==> src/rtl/ddr_wr_burst_packer_pkg.sv <==
// Shared constants for the DDR write burst packer: FSM encodings and burst sizing.
package ddr_wr_burst_packer_pkg;

  localparam logic [1:0] ST_IDLE = 2'd0;
  localparam logic [1:0] ST_CMD  = 2'd1;
  localparam logic [1:0] ST_DATA = 2'd2;

  localparam int CMD_LEN_W = 8;

  // Bytes covered by one burst of burst_len words, each ww bits wide.
  function automatic int burst_bytes(input int burst_len, input int ww);
    return (burst_len * ww) / 8;
  endfunction

endpackage

==> src/rtl/ddr_wr_burst_packer_fifo.sv <==
// First-word-fall-through synchronous FIFO holding packed DDR words.
// dout always shows the head entry; a push into a full FIFO is taken only
// when a pop happens on the same edge.
module ddr_wr_burst_packer_fifo #(
  parameter int W  = 64,
  parameter int AW = 5
) (
  input  logic          clk,
  input  logic          rst_n,
  input  logic          push,
  input  logic [W-1:0]  din,
  input  logic          pop,
  output logic [W-1:0]  dout,
  output logic [AW:0]   count,
  output logic          full,
  output logic          empty
);

  localparam int DEPTH = 1 << AW;

  logic [W-1:0]  mem [DEPTH];
  logic [AW-1:0] wr_ptr;
  logic [AW-1:0] rd_ptr;
  logic          wr_en;
  logic          rd_en;

  assign full  = (count == (AW+1)'(DEPTH));
  assign empty = (count == '0);
  assign rd_en = pop && !empty;
  assign wr_en = push && (!full || rd_en);
  assign dout  = mem[rd_ptr];

  // Storage array: written on accepted pushes, never reset.
  always_ff @(posedge clk) begin
    if (wr_en) mem[wr_ptr] <= din;
  end

  // Pointers and occupancy; simultaneous push and pop keep the count.
  always_ff @(posedge clk or negedge rst_n) begin
    if (!rst_n) begin
      wr_ptr <= '0;
      rd_ptr <= '0;
      count  <= '0;
    end else begin
      if (wr_en) wr_ptr <= wr_ptr + 1'b1;
      if (rd_en) rd_ptr <= rd_ptr + 1'b1;
      case ({wr_en, rd_en})
        2'b10:   count <= count + 1'b1;
        2'b01:   count <= count - 1'b1;
        default: ;
      endcase
    end
  end

endmodule

==> src/rtl/ddr_wr_burst_packer.sv <==
// Packs PACK narrow samples into DDR-width words, buffers them in a FIFO and
// issues fixed-length write bursts over a circular address range.
// Handshakes: a command or beat transfers on a rising edge where its valid and
// ready are both high; valid never waits for ready, and address/data stay
// stable while valid is high and ready is low.
module ddr_wr_burst_packer
  import ddr_wr_burst_packer_pkg::*;
#(
  parameter int                 DW        = 16,
  parameter int                 PACK      = 4,
  parameter int                 BURST_LEN = 8,
  parameter int                 FIFO_AW   = 5,
  parameter int                 ADDR_W    = 32,
  parameter logic [ADDR_W-1:0]  BASE_ADDR = '0,
  parameter logic [ADDR_W-1:0]  ADDR_SPAN = ADDR_W'(32'h0010_0000)
) (
  input  logic                  clk,
  input  logic                  rst_n,
  input  logic [DW-1:0]         DataIn,
  input  logic                  DataInValid,
  output logic                  cmd_valid,
  input  logic                  cmd_ready,
  output logic [ADDR_W-1:0]     cmd_addr,
  output logic [CMD_LEN_W-1:0]  cmd_len,
  output logic [DW*PACK-1:0]    wr_data,
  output logic                  wr_valid,
  input  logic                  wr_ready,
  output logic                  wr_last,
  input  logic                  clr_status,
  output logic                  overflow,
  output logic [15:0]           drop_cnt,
  output logic [31:0]           burst_cnt,
  output logic [1:0]            dbg_state
);

  localparam int WW          = DW * PACK;
  localparam int PCW         = (PACK > 1) ? $clog2(PACK) : 1;
  localparam int BCW         = (BURST_LEN > 1) ? $clog2(BURST_LEN) : 1;
  localparam int BURST_BYTES = burst_bytes(BURST_LEN, WW);
  localparam logic [ADDR_W:0] ADDR_END = {1'b0, BASE_ADDR} + {1'b0, ADDR_SPAN};

  logic [PCW-1:0]         pack_cnt;
  logic [(PACK-1)*DW-1:0] hold;
  logic                   push_req;
  logic                   push;
  logic                   drop;
  logic [WW-1:0]          push_word;
  logic [FIFO_AW:0]       fifo_count;
  logic                   fifo_full;
  logic                   fifo_empty;
  logic                   pop;
  logic [1:0]             state;
  logic [BCW-1:0]         beat_cnt;
  logic [ADDR_W:0]        addr_sum;
  logic [ADDR_W-1:0]      next_addr;

  // The PACK-th sample completes a word and is pushed on the same edge.
  assign push_req  = DataInValid && (pack_cnt == PCW'(PACK-1));
  assign push_word = {DataIn, hold};
  assign drop      = push_req && fifo_full && !pop;
  assign push      = push_req && !drop;

  assign cmd_valid = (state == ST_CMD);
  assign wr_valid  = (state == ST_DATA);
  assign wr_last   = wr_valid && (beat_cnt == BCW'(BURST_LEN-1));
  assign cmd_len   = CMD_LEN_W'(BURST_LEN-1);
  assign pop       = wr_valid && wr_ready && !fifo_empty;
  assign dbg_state = state;

  assign addr_sum  = {1'b0, cmd_addr} + (ADDR_W+1)'(BURST_BYTES);
  assign next_addr = (addr_sum >= ADDR_END) ? BASE_ADDR : addr_sum[ADDR_W-1:0];

  ddr_wr_burst_packer_fifo #(
    .W  (WW),
    .AW (FIFO_AW)
  ) u_fifo (
    .clk   (clk),
    .rst_n (rst_n),
    .push  (push),
    .din   (push_word),
    .pop   (pop),
    .dout  (wr_data),
    .count (fifo_count),
    .full  (fifo_full),
    .empty (fifo_empty)
  );

  // Sample packer: fills slots LSB-first; a partial word is only ever held.
  always_ff @(posedge clk or negedge rst_n) begin
    if (!rst_n) begin
      pack_cnt <= '0;
      hold     <= '0;
    end else if (DataInValid) begin
      if (push_req) begin
        pack_cnt <= '0;
      end else begin
        hold[int'(pack_cnt)*DW +: DW] <= DataIn;
        pack_cnt <= pack_cnt + 1'b1;
      end
    end
  end

  // Burst FSM: start only once a full burst is buffered, so beats never starve.
  always_ff @(posedge clk or negedge rst_n) begin
    if (!rst_n) begin
      state    <= ST_IDLE;
      beat_cnt <= '0;
    end else begin
      case (state)
        ST_IDLE: if (fifo_count >= (FIFO_AW+1)'(BURST_LEN)) state <= ST_CMD;
        ST_CMD:  if (cmd_ready) state <= ST_DATA;
        ST_DATA: begin
          if (pop) begin
            if (wr_last) begin
              beat_cnt <= '0;
              state    <= ST_IDLE;
            end else begin
              beat_cnt <= beat_cnt + 1'b1;
            end
          end
        end
        default: state <= ST_IDLE;
      endcase
    end
  end

  // Address generator and burst counter advance on the accepted last beat.
  always_ff @(posedge clk or negedge rst_n) begin
    if (!rst_n) begin
      cmd_addr  <= BASE_ADDR;
      burst_cnt <= '0;
    end else if (pop && wr_last) begin
      cmd_addr  <= next_addr;
      burst_cnt <= burst_cnt + 1'b1;
    end
  end

  // Drop status: a drop on the same edge as a clear still registers itself.
  always_ff @(posedge clk or negedge rst_n) begin
    if (!rst_n) begin
      overflow <= 1'b0;
      drop_cnt <= '0;
    end else if (drop) begin
      overflow <= 1'b1;
      if (clr_status)                drop_cnt <= 16'd1;
      else if (drop_cnt != 16'hFFFF) drop_cnt <= drop_cnt + 16'd1;
    end else if (clr_status) begin
      overflow <= 1'b0;
      drop_cnt <= '0;
    end
  end

endmodule
==> config.mk <==
export PLATFORM = sky130hd
export DESIGN_NAME = ddr_wr_burst_packer
export DESIGN_NICKNAME = d
export VERILOG_FILES = /design/src/rtl/ddr_wr_burst_packer_pkg.sv /design/src/rtl/ddr_wr_burst_packer_fifo.sv /design/src/rtl/ddr_wr_burst_packer.sv
export SDC_FILE = /design/constraint.sdc
export NUM_CORES = 2
export LEC_CHECK = 0
export CORE_ASPECT_RATIO = 0.7
export CORE_MARGIN = 2
export CORE_UTILIZATION = 40
export CTS_BUF_LIST = sky130_fd_sc_hd__clkbuf_8
export DETAILED_ROUTE_END_ITERATION = 6
export SKIP_CTS_REPAIR_TIMING = 1
export SLEW_MARGIN = 20
export SYNTH_ARGS = -nofsm -noshare
export SYNTH_HDL_FRONTEND = slang
export SYNTH_SLANG_ARGS = --single-unit
==> constraint.sdc <==
create_clock -name clk -period 5.15 [get_ports clk]
set_input_delay 1.03 -clock clk [delete_from_list [all_inputs] [get_ports clk]]
set_output_delay 1.03 -clock clk [all_outputs]
set_load 0.02 [all_outputs]
==> flow_summary_export.csv <==
group,metric,value,unit
status,status,"completed",
worst_setup_path,worstSetupStartpointType,"register",
cells_and_area,fin_util,46.2,%
worst_setup_path,crit_buf_inv,3,
global_routing,grt_usage,20.2,%
global_routing,grt_max_degree,81,
worst_setup_path,crit_start,"u_fifo.rd_ptr[0]",
detailed_routing,drt-total-wl,220,mm
global_routing,grt_use_met2,30.7,%
clocking,tritoncts,"yes",
clocking,clock_latency,0.95,ns
synthesis,synthFlopType,"edfxtp_1",
synthesis,ys_ff_latch,2194,
synthesis,synth_edf_count,2048,
timing,fin_tns_setup,0,ns
die,core,211000,um2
synthesis,yosysMostFrequentCell,"edfxtp_1",
synthesis,synth_common_cells,"edfxtp_1, mux4_2, dfrtp_1",
die,die_w,554,um
global_routing,grt_overflow_total,0,
worst_setup_path,critical_path_class,"register to primary output",
worst_setup_path,cp_top_family,"multiplexers",
timing,timing.fmax,198,MHz
synthesis,ys_seq_area_share,77.0,%
clocking,h-tree-depth,5,
place,portBuffers,165,
clocking,clock-root-buffer,"clkbuf_8",
detailed_routing,routedWlPerCell,31.0,um
job,drv_cap,0,
die,fp.dieH,389,um
worst_setup_path,path_max_fanout,20,
global_routing,grt_pass1_wl,308,mm
timing,rsz0062_at_grt,"yes",
place,dp_hpwl,106,mm
global_routing,grt-busiest-layer,"met2",
place,preCtsSetupSlack,0.813,ns
cells_and_area,drive_gt1_share,30.8,%
cells_and_area,fin_nets,4111,
detailed_routing,drc_errors,0,
global_routing,global_route.usage.met3,4.10,%
synthesis,synth_top_area_cell,"edfxtp_1",
synthesis,synth_area_per_cell,23.6,um2
detailed_routing,drt_pass1_iterations,5,
power,seqPwrFrac,46.6,%
clocking,clock-sinks,2194,
power,p_per_area,512,nW/um2
synthesis,ys_types,69,
worst_setup_path,crit_required,4.12,ns
clocking,clock_path_buffers,4,
detailed_routing,vias,41000,
die,start_util,40.2,%
timing,postLayoutSetupSlackWorst,0.112,ns
global_routing,use_met1,29.6,%
power,p_leak,31.4,nW
timing,hold_viol_final,0,
synthesis,synthMuxAreaShare,18.0,%
cells_and_area,area_growth_syn_to_layout,15.1,%
detailed_routing,drtIter0Drc,5371,
timing,fin_crit_sh,97.8,%
synthesis,synth_area,84600,um2
min_path,holdCritPathClass,"input port to async pin",
worst_setup_path,timing.rr.start,"pack_cnt[0]",
worst_setup_path,cpMaxStageDelayCell,"dfrtp_4",
place,gp_congestion,0.764,
timing,setup_viol,0,
synthesis,synth.top_cell.area_share,72.7,%
synthesis,async_reset_ff_share,6.65,%
synthesis,yosys.area_share.simple,1.80,%
synthesis,synth_adder_area_share,0.281,%
clocking,cts-buffers-inserted,333,
power,power_frac_clock,26.7,%
timing,worst_pin_slew,1.11,ns
worst_setup_path,cp.arrival,4.01,ns
worst_setup_path,crit_path_max_incr_delay,0.58,ns
synthesis,synth_cells,3592,
clocking,clk_pin_slew,0.07,ns
timing,max-slew-margin-rel,26.1,%
worst_setup_path,crit_chain,"buf_12 > buf_12 > mux4_2 > mux4_2 > mux2_2 > clkdlybuf4s50_1",
power,swShare,29.6,%
synthesis,synth_xor_area_share,0.611,%
worst_setup_path,endpoint_kind,"primary output",
timing,clock_skew,0.0492,ns
power,peakVddDrop,0.000382,V
timing,fin_crit,5.04,ns
detailed_routing,final_antenna_net_count,0,
power,p_sw,14.8,mW
synthesis,synth-compound-area-share,1.17,%
power,combPwrFrac,26.7,%
synthesis,synth_top_family_by_area,"multiplexers",
synthesis,synth_area_leaders,"edfxtp_1, mux4_2, dfrtp_1",
synthesis,ys.warnings.count,0,
power,intPower,35.1,mW
die,die_area,215000,um2
detailed_routing,viasPerCell,5.77,
power,total_power,49.9,mW
global_routing,antenna_found_initial,6,
die,ioPinCount,180,
timing,slew_viol_final,0,
global_routing,grt_pass1_vias,41000,
die,core.rowCount,141,
## per-layer routing
layer	vias up	wire (um)
met3	372	18500
met2	1942	101000
met1	22400	94500
met5	-	0
met4	0	5680
li1	16300	-
## per-stage QoR
stage          cell area [um2]  std cells  hold slack [ns]
2_1_floorplan            84600       3604            0.485
3_3_place_gp             91200       6512            0.466
3_5_place_dp             91200       6512            0.460
4_1_cts                  97200       7094            0.156
5_1_grt                  97400       7107            0.219
6_report                 97400       7109            0.203
## path summary, 6_finish.rpt
kind | end | slack, ns | cells after the start
setup reg to reg | u_fifo.mem[10][13] | 1.81 | 7
hold reg to reg | burst_cnt[31] | 0.48 | 1
min in group clk | burst_cnt[31] | 0.48 | 1
hold / removal | burst_cnt[29] | 0.20 | 1
setup / recovery | wr_data[34] | 0.11 | 6
max in group asynchronous | drop_cnt[15] | 4.02 | 2
## sequential cells by signal, summed over array words and instances, names as in the netlist
name and cells:
u_fifo.rd_ptr 5, cmd_addr 26, burst_cnt 32, overflow 1
drop_cnt 16, pack_cnt 2, u_fifo.mem 2048, beat_cnt 3
hold 48, u_fifo.wr_ptr 5, dbg_state 2, u_fifo.count 6
## cell usage in the layout (no fill, tap or decap), drive strengths merged, types with 19 or more instances in the layout
master	synthesis	layout
clkdlybuf4s50	0	158
clkinv	0	107
mux4	640	640
clkbuf	93	354
nand3	25	25
nand2	48	48
ha	19	19
edfxtp	2048	2048
a22o	51	51
inv	18	129
nand4	25	25
xor2	24	24
buf	98	156
mux2	68	68
nor2	74	74
and2	22	22
xnor2	35	35
dfrtp	146	146
## logic make-up after synthesis
group | after synthesis
AND/OR/NAND/NOR | 276
AO/OA/AOI/OAI | 123
flip-flops | 2194
multiplexers | 710
XOR/XNOR | 59
buffers and inverters | 209
adder cells (fa/ha/maj) | 19
other | 2
## final cells by class
cell class              count  area (um2)
repair buffers            322        3880
diodes                      4        10.0
multi-input cells        1201       18800
inverters                  18        67.6
fillers                 17300      113000
clock inverters           230        1130
well taps                2788        3490
clock buffers             352        4840
flip-flops and latches   2194       65200
## power groups by stage
stage | clock [mW] | sequential, mW | combinational (mW)
6_report | 13.3 | 23.3 | 13.3
5_1_grt | 14.4 | 23.5 | 14.1
4_1_cts | 13.7 | 23.3 | 13.4
3_5_place_dp | 0 | 23.7 | 13.4
3_3_place_gp | 0 | 23.6 | 13.3
2_1_floorplan | 0 | 22.7 | 9.18
Power figures use the tool's default switching activity.
